File: src/rtl/cp_trim_calibrator.sv
// SAR calibration controller for the PLL charge pump: measures the up-source current,
// then binary-searches the down-current trim code until the down current matches it.
module cp_trim_calibrator #(
   parameter int unsigned TRIM_W        = 12,
   parameter int unsigned INT_CYCLES    = 16,
   parameter int unsigned SETTLE_CYCLES = 4,
   parameter int unsigned RESET_CODE    = 1342
) (
   input  logic        clk,
   input  logic        reset,
   input  logic        start,
   input  logic        abort,
   input  logic        pfd_up,
   input  logic        pfd_down,
   input  logic [23:0] cp_current_in,
   output logic        cp_up,
   output logic        cp_down,
   output logic [25:0] down_current_code,
   output logic        busy,
   output logic        done,
   output logic        cal_valid
);

   localparam int unsigned       IDX_W       = (TRIM_W > 1) ? $clog2(TRIM_W) : 1;
   localparam logic [8:0]        SETTLE_LAST = 9'(SETTLE_CYCLES - 1);
   localparam logic [8:0]        INT_LAST    = 9'(INT_CYCLES - 1);
   localparam logic [IDX_W-1:0]  IDX_TOP     = IDX_W'(TRIM_W - 1);
   localparam logic [TRIM_W-1:0] CODE_RST    = TRIM_W'(RESET_CODE);

   typedef enum logic [2:0] {
      IDLE,
      UP_SETTLE,
      UP_INT,
      DN_SETTLE,
      DN_INT,
      COMPARE,
      DONE
   } state_t;

   state_t            state_q, state_d;
   logic [8:0]        cnt_q, cnt_d;
   logic [IDX_W-1:0]  idx_q, idx_d;
   logic [TRIM_W-1:0] code_q, code_d;
   logic [TRIM_W-1:0] saved_q, saved_d;
   logic [31:0]       acc_up_q, acc_up_d;
   logic [31:0]       acc_dn_q, acc_dn_d;
   logic              cp_up_q, cp_up_d;
   logic              cp_dn_q, cp_dn_d;
   logic              busy_q, busy_d;
   logic              done_q, done_d;
   logic              valid_q, valid_d;
   logic [TRIM_W-1:0] idx_bit;
   logic [TRIM_W-1:0] kept;
   logic [31:0]       cur_ext;

   always_comb begin
      state_d  = state_q;
      cnt_d    = cnt_q;
      idx_d    = idx_q;
      code_d   = code_q;
      saved_d  = saved_q;
      acc_up_d = acc_up_q;
      acc_dn_d = acc_dn_q;
      valid_d  = valid_q;
      idx_bit  = TRIM_W'(1) << idx_q;
      // A tie between the two measurements keeps the trial bit.
      kept     = (acc_dn_q > acc_up_q) ? (code_q & ~idx_bit) : code_q;
      cur_ext  = {8'd0, cp_current_in};

      case (state_q)
         IDLE: begin
            if (start && !abort) begin
               state_d = UP_SETTLE;
               saved_d = code_q;
               idx_d   = IDX_TOP;
               cnt_d   = '0;
            end
         end
         UP_SETTLE: begin
            if (cnt_q == SETTLE_LAST) begin
               state_d = UP_INT;
               cnt_d   = '0;
            end else begin
               cnt_d = cnt_q + 9'd1;
            end
         end
         UP_INT: begin
            acc_up_d = acc_up_q + cur_ext;
            if (cnt_q == INT_LAST) begin
               state_d = DN_SETTLE;
               cnt_d   = '0;
               code_d  = idx_bit;
            end else begin
               cnt_d = cnt_q + 9'd1;
            end
         end
         DN_SETTLE: begin
            if (cnt_q == SETTLE_LAST) begin
               state_d = DN_INT;
               cnt_d   = '0;
            end else begin
               cnt_d = cnt_q + 9'd1;
            end
         end
         DN_INT: begin
            acc_dn_d = acc_dn_q + cur_ext;
            if (cnt_q == INT_LAST) begin
               state_d = COMPARE;
               cnt_d   = '0;
            end else begin
               cnt_d = cnt_q + 9'd1;
            end
         end
         COMPARE: begin
            acc_dn_d = '0;
            if (idx_q == '0) begin
               state_d = DONE;
               code_d  = kept;
               valid_d = 1'b1;
            end else begin
               state_d = DN_SETTLE;
               idx_d   = idx_q - 1'b1;
               code_d  = kept | (idx_bit >> 1);
            end
         end
         DONE: begin
            acc_up_d = '0;
            state_d  = IDLE;
         end
         default: state_d = IDLE;
      endcase

      if (abort && (state_q != IDLE)) begin
         state_d  = IDLE;
         code_d   = saved_q;
         valid_d  = 1'b0;
         acc_up_d = '0;
         acc_dn_d = '0;
         cnt_d    = '0;
      end

      done_d = (state_d == DONE);
      busy_d = (state_d != IDLE);
      // Pass-through only resumes one cycle after leaving a calibration.
      if ((state_q == IDLE) && (state_d == IDLE)) begin
         cp_up_d = pfd_up;
         cp_dn_d = pfd_down;
      end else begin
         cp_up_d = (state_d == UP_SETTLE) || (state_d == UP_INT);
         cp_dn_d = (state_d == DN_SETTLE) || (state_d == DN_INT);
      end
   end

   always_ff @(posedge clk or posedge reset) begin
      if (reset) begin
         state_q  <= IDLE;
         cnt_q    <= '0;
         idx_q    <= '0;
         code_q   <= CODE_RST;
         saved_q  <= CODE_RST;
         acc_up_q <= '0;
         acc_dn_q <= '0;
         cp_up_q  <= 1'b0;
         cp_dn_q  <= 1'b0;
         busy_q   <= 1'b0;
         done_q   <= 1'b0;
         valid_q  <= 1'b0;
      end else begin
         state_q  <= state_d;
         cnt_q    <= cnt_d;
         idx_q    <= idx_d;
         code_q   <= code_d;
         saved_q  <= saved_d;
         acc_up_q <= acc_up_d;
         acc_dn_q <= acc_dn_d;
         cp_up_q  <= cp_up_d;
         cp_dn_q  <= cp_dn_d;
         busy_q   <= busy_d;
         done_q   <= done_d;
         valid_q  <= valid_d;
      end
   end

   assign cp_up             = cp_up_q;
   assign cp_down           = cp_dn_q;
   assign down_current_code = 26'(code_q);
   assign busy              = busy_q;
   assign done              = done_q;
   assign cal_valid         = valid_q;

endmodule
File: config.mk
export PLATFORM = sky130hd
export DESIGN_NAME = cp_trim_calibrator
export DESIGN_NICKNAME = d
export VERILOG_FILES = /design/src/rtl/cp_trim_calibrator.sv
export SDC_FILE = /design/constraint.sdc
export NUM_CORES = 1
export LEC_CHECK = 0
export CAP_MARGIN = 5
export CORE_UTILIZATION = 54
export DETAILED_ROUTE_END_ITERATION = 10
export HOLD_SLACK_MARGIN = 0.02
export MAX_ROUTING_LAYER = met4
export PLACE_DENSITY = 0.77
export SLEW_MARGIN = 10
export SYNTH_ARGS = -nofsm -noshare
export SYNTH_HDL_FRONTEND = slang
export SYNTH_SLANG_ARGS = --single-unit
export TNS_END_PERCENT = 5
File: constraint.sdc
create_clock -name clk -period 3.55 [get_ports clk]
set_clock_uncertainty 0.15 [all_clocks]
set_input_delay 0.71 -clock clk [delete_from_list [all_inputs] [get_ports clk]]
set_output_delay 0.71 -clock clk [all_outputs]
set_load 0.02 [all_outputs]
==> out/metrics.yaml, run 1 <==
status: "completed"
cp_num_buf_inv: 2
avgViaCountPerCell: 6.132
ys_ff_latch: 109
stdcell_area_um2: 9843
syn_inst: 950
p_per_area_nw_per_um2: 490.5
post_dp_cell_area_um2: 9505
final_cells: 1243
io_buffers: 46
hp-start: "saved_q[9]"
grt_pass1_wl_um: 35820
slew_violations: 0
start_util: 0.5533
finalPower_uw: 4828
critPathMaxFanout: 3
holdPathStages: 1
totalWireLength_um: 21280
clockBufferDepth: 2
clkSlewWorstSetupHoldPaths_ps: 80
max_freq_mhz: 292.8
relSlewSlack: 0.4831
reg2reg_to: "code_q[4]"
synthArstFlopShare: 1.000
io_pins: 61
hold_end: "saved_q[9]"
worstRegToRegCells: 11
area_growth_pct: 17.02
fp.dieH_um: 126.8
timing.rr.start: "acc_up_q[26]"
syn_area_per_cell_um2: 8.855
dp.cells: 1226
end_kind: "flip-flop"
rsz0062_at_grt: "no"
drt_iter0_markers: 614
path_cells: "clkdlybuf4s50_1, buf_4, fa_2, a211oi_2, o21bai_2, o21ai_2, a21oi_2, o311a_1, o21a_1, or3_1, a32o_1"
cts-root-buf: "clkbuf_16"
rrSetupSlack_ps: 450
clk-insertion-delay-late_ps: 360
grt_pass1_vias: 7362
seq_area_um2: 2745
yosysWarnings: 0
track_usage: 0.2840
cts_tree: "yes"
synth.cell_area_um2: 8412
period_minus_slack_ps: 3416
cap_violations: 0
crit_family: "compound AO/OA/AOI/OAI gates"
cp.required_ps: 3650
fp.dieW_um: 126.8
nFillCells: 1272
tightest_slew_ps: 775.4
diodes: 0
synthFlopType: "dfrtp_1"
synth_edf_count: 0
hpwl_um: 15510
wl_per_cell_um: 17.12
grt_start_max_net_pins: 45
ant_nets: 0
cts_sinks: 109
setup_viol: 0
antenna_found_initial: 0
grt_overflow: 0
multi_input_area_um2: 5335
ys_seq_area_frac: 0.3263
fin_crit_sh: 0.9621
cts_buffers: 9
via_count: 7622
drive_gt1_frac: 0.1450
rows: 45
dieArea_um2: 16080
gp_congestion: 0.8619
crit_slowest_cell: "clkdlybuf4s50_1"
hold_class: "flip-flop to flip-flop"
drc_errors: 0
core_um2: 15200
crit_start: "cp_current_in[1]"
cpPeakStageDelay_ps: 470
peakVddDrop_v: 0.0002559
cp.arrival_ps: 3520
cp-start-kind: "primary input"
htree_levels: 3
p_leak_uw: 0.004751
path_class: "primary input to flip-flop"
nNetsFinal: 1168
hold_violations: 0
dr.pass1.iters: 5
ys_types: 78
-- logic make-up (layout without fill, tap and decap cells) --
group / after synthesis / count (layout) / share of synthesized area
AOI/OAI and AO/OA: 328 / 328 / 0.2673
and+or+nand+nor: 270 / 270 / 0.1605
DFF: 109 / 109 / 0.3263
buffers and inverters: 99 / 191 / 0.05132
adders and majority gates: 88 / 88 / 0.1327
xor gates and xnor gates: 40 / 40 / 0.04165
muxes: 15 / 15 / 0.01978
other: 1 / 14 / 0.0004458
-- where the power goes --
group	leakage (uW)	switching [uW]	internal (uW)	total (uW)
clock	0.000133	502	501	1000
sequential	0.00143	160	1440	1600
combinational	0.00319	1260	962	2230
-- registers in the layout, indices dropped and copies added (netlist names) --
name and count:
acc_dn_q 32, done 1, cal_valid 1, cnt_q 9, code_q 12, idx_q 4
acc_up_q 32, saved_q 12, busy 1, cp_up 1, cp_down 1, state_q 3
-- layout by cell type, fill, tap and decap left out, drive strengths merged, types with 13 or more instances in the layout --
master and n:
xnor2 21, xor2 19, conb 14, inv 55, a21o 37, nand3 27, nor2 48, mux2 13
nand2 95, dfstp 14, dfrtp 95, a21oi 69, o22ai 24, nor2b 13, a22oi 16, nor3 16
clkdlybuf4s50 45, o21ai 68, ha 86, buf 74, a211oi 13
-- synth_stat cells (3+ instances only) --
cell type | count | area [um2]
a211o_1 | 8 | 70.07
a211oi_1 | 13 | 97.59
a21boi_0 | 4 | 30.03
a21o_1 | 37 | 277.8
a21oi_1 | 66 | 330.3
a21oi_2 | 3 | 26.28
a221o_1 | 3 | 30.03
a22o_1 | 8 | 70.07
a22oi_1 | 15 | 112.6
a31o_2 | 3 | 26.28
a31oi_1 | 8 | 50.05
a32o_1 | 3 | 30.03
and2_1 | 7 | 43.79
and3_1 | 12 | 75.07
and4_4 | 3 | 33.78
buf_2 | 3 | 15.01
buf_4 | 15 | 112.6
clkbuf_1 | 24 | 90.09
dfrtp_1 | 95 | 2377
dfstp_2 | 14 | 367.9
ha_1 | 86 | 1076
inv_1 | 55 | 206.5
mux2_2 | 13 | 146.4
nand2_1 | 95 | 356.6
nand2b_1 | 12 | 75.07
nand3_1 | 27 | 135.1
nand4_1 | 7 | 43.79
nor2_1 | 47 | 176.4
nor2b_1 | 13 | 81.33
nor3_1 | 16 | 80.08
nor4_1 | 4 | 25.02
o211ai_1 | 11 | 82.58
o21a_1 | 7 | 52.55
o21ai_0 | 63 | 315.3
o21ai_1 | 3 | 15.01
o21bai_1 | 9 | 67.56
o22ai_1 | 24 | 150.1
o311ai_0 | 7 | 61.31
o31ai_1 | 6 | 45.04
or3_1 | 6 | 37.54
or4_1 | 7 | 52.55
xnor2_1 | 21 | 183.9
xor2_1 | 19 | 166.4
-- metrics by stage --
step | util | hold WS, ps | worst slack, ps | setup TNS, ps
after global routing | 0.6475 | 377.0 | 39.19 | 0
after global placement | 0.6253 | 330.6 | -334.6 | -3888
final | 0.6475 | 366.2 | 134.5 | 0
after detailed placement | 0.6253 | 346.4 | -407.8 | -5193
after CTS | 0.6449 | 365.8 | 20.68 | 0
after floorplan | - | 306.3 | 254.1 | 0
-- worst max path at each step --
stage | end | slack (ps) | depth (start not counted)
after CTS | acc_dn_q[14] | 20 | 12
after global placement | acc_dn_q[14] | -330 | 12
after detailed placement | acc_up_q[30] | -410 | 12
after global routing | acc_up_q[24] | 40 | 12
final | acc_dn_q[14] | 130 | 11
after floorplan | acc_up_q[28] | 250 | 10
-- area by class of cell --
cell class | instances | area share
Multi-Input combinational cell | 755 | 0.5420
Sequential cell | 109 | 0.2789
Timing Repair Buffer | 120 | 0.1047
Inverter | 55 | 0.02136
Clock inverter | 6 | 0.004830
Tap cell | 188 | 0.02390
Clock buffer | 10 | 0.02428
-- per-layer routing --
metal | part of all wire | wire, um | track usage
met1 | 0.47 | 9930 | 0.3743
met2 | 0.47 | 9913 | 0.4544
met3 | 0.046 | 976 | 0.03585
met4 | 0.022 | 460 | 0.09314
met5 | 0 | 0 | -
-- what timing repair did --
item / CTS / global route
gates resized for setup: 3 / 9
endpoints found under the setup margin: 7 / 9
hold endpoints to repair: 0 / 0
hold buffers: 0 / 0
pin swaps: 2 / 7
buffers inserted: 0 / 1
(Power assumes the default switching activity.)
==> inputs of run 2 (changes only) <==
--- a/config.mk
+++ b/config.mk
@@ -8,10 +8,10 @@
 export CAP_MARGIN = 5
 export CORE_UTILIZATION = 54
 export DETAILED_ROUTE_END_ITERATION = 10
+export GPL_TIMING_DRIVEN = 0
 export HOLD_SLACK_MARGIN = 0.02
 export MAX_ROUTING_LAYER = met4
 export PLACE_DENSITY = 0.77
-export SLEW_MARGIN = 10
 export SYNTH_ARGS = -nofsm -noshare
 export SYNTH_HDL_FRONTEND = slang
 export SYNTH_SLANG_ARGS = --single-unit
==> out/metrics.yaml, run 2 (synthesized netlist as in run 1, its figures left out) <==
relSlewSlack: 0.3887
hold_class: "flip-flop to flip-flop"
fp.dieH_um: 126.8
gp_congestion: 0.9048
cap_violations: 0
drive_gt1_frac: 0.09214
mostFrequentLayoutCells: "95 x nand2_1, 95 x dfrtp_1, 85 x ha_1"
cp.required_ps: 3650
wl_per_cell_um: 16.77
start_util: 0.5533
setup_tns_ps: 0
antenna_found_initial: 0
diodes: 0
p_per_area_nw_per_um2: 497.7
clk-insertion-delay-late_ps: 360
cts_tree: "yes"
totalWireLength_um: 20450
peakVddDrop_v: 0.0003420
dieArea_um2: 16080
max_freq_mhz: 289.8
grt_start_max_net_pins: 44
ant_nets: 0
post_dp_cell_area_um2: 9200
fp.dieW_um: 126.8
setup_viol: 0
io_buffers: 46
clockBufferDepth: 2
cts-root-buf: "clkbuf_16"
path_class: "primary input to flip-flop"
grt_pass1_wl_um: 34180
worst_hold_slack_ps: 339.7
drt_iter0_markers: 620
grt.met3_usage: 0.03712
fin_crit_sh: 0.9721
hold_violations: 0
drc_errors: 0
dp_slack_ps: -906.1
grt_use_met2: 0.4396
p_leak_uw: 0.004546
rows: 45
htree_levels: 3
cp-start-kind: "primary input"
end_kind: "flip-flop"
avgViaCountPerCell: 6.101
dr.pass1.iters: 5
cts_buffers: 9
hpwl_um: 15430
grt_most_used_layer: "met2"
track_usage: 0.2740
nNetsFinal: 1144
top_regs: "acc_dn_q (32), acc_up_q (32)"
grt_overflow: 0
ctsHoldBuffers: 0
io_pins: 61
use_met1: 0.3696
worst_slack_ps: 98.89
status: "completed"
via_count: 7437
stdcell_area_um2: 9568
slew_violations: 0
clkSlewWorstSetupHoldPaths_ps: 70
critPathMaxFanout: 4
cts_sinks: 109
tightest_slew_ps: 904.2
period_minus_slack_ps: 3451
cp.arrival_ps: 3550
grt_pass1_vias: 6930
core_um2: 15200
area_growth_pct: 13.74
rsz0062_at_grt: "no"
## run 2: metal layers
layer / routed length, um / vias to the layer above
li1: - / 3658
met1: 9741 / 3555
met4: 248 / 0
met2: 9348 / 203
met5: 0 / -
met3: 1108 / 21
## run 2: report_power, final
group	switching, uW	leakage [uW]	internal (uW)
logic	1280	0.00297	857
clock network	482	0.000140	572
registers	133	0.00143	1440
total	1890	0.00455	2870
## run 2: final cells by class
class                           instances  area, um2
Fill cell                            1310       5634
Clock buffer                           13      250.2
Timing Repair Buffer                   52      535.5
Tap cell                              188      235.2
Multi-Input combinational cell        755       5320
Buffer                                 44      225.2
Inverter                               55      210.2
Sequential cell                       109       2745
Clock inverter                          3      46.29
## run 2: worst max-delay path, cell delays in order
cell             delay (ps)
clkdlybuf4s50_1         460
ha_1                    380
o21ai_0                 160
o21a_1                  250
or4_4                   580
a21oi_2                 190
o211ai_1                210
a21oi_1                 270
o21ai_0                 110
a22o_1                  230
## run 2: worst paths after layout
path | startpoint | end | slack (ps) | cells after the start
worst max-delay path | cp_current_in[2] | acc_up_q[27] | 100 | 10
worst min-delay path | acc_up_q[31] | acc_up_q[31] | 340 | 1
worst max register to register | acc_dn_q[29] | code_q[2] | 360 | 10
worst min register to register | acc_up_q[31] | acc_up_q[31] | 340 | 1
max in group asynchronous | reset | code_q[10] | 1810 | 3
min in group asynchronous | reset | acc_up_q[8] | 710 | 2
## run 2: per-stage QoR
| step | power (uW) | std cells | util |
|---|---|---|---|
| after CTS | 4755 | 1219 | 0.6281 |
| after floorplan | 3077 | 963 | - |
| after detailed placement | 3682 | 1199 | 0.6052 |
| after global routing | 5085 | 1219 | 0.6294 |
| after global placement | 3630 | 1197 | 0.6026 |
| final | 4762 | 1219 | 0.6294 |
## run 2: what timing repair did
| action | CTS | global route |
|---|---|---|
| pin swaps | 3 | 3 |
| setup buffers | 4 | 0 |
| endpoints found under the setup margin | 7 | 7 |
| gates resized for setup | 4 | 5 |
==> inputs of run 3 (changes only) <==
--- a/config.mk
+++ b/config.mk
@@ -12,6 +12,7 @@
 export HOLD_SLACK_MARGIN = 0.02
 export MAX_ROUTING_LAYER = met4
 export PLACE_DENSITY = 0.77
+export SKIP_LAST_GASP = 1
 export SYNTH_ARGS = -nofsm -noshare
 export SYNTH_HDL_FRONTEND = slang
 export SYNTH_SLANG_ARGS = --single-unit
==> results of run 3 <==
Same layout as run 2: the final DEF is identical, and so are final timing and power.
Main changes from that run: number of gates resized after CTS 4 -> 3; wire length of the first global-routing pass 34180 um -> 34150 um; via count of the first global-routing pass 6930 -> 6918; overall routing resource usage 0.2740 -> 0.2738; met1 usage 0.3696 -> 0.3695; met2 usage 0.4396 -> 0.4389
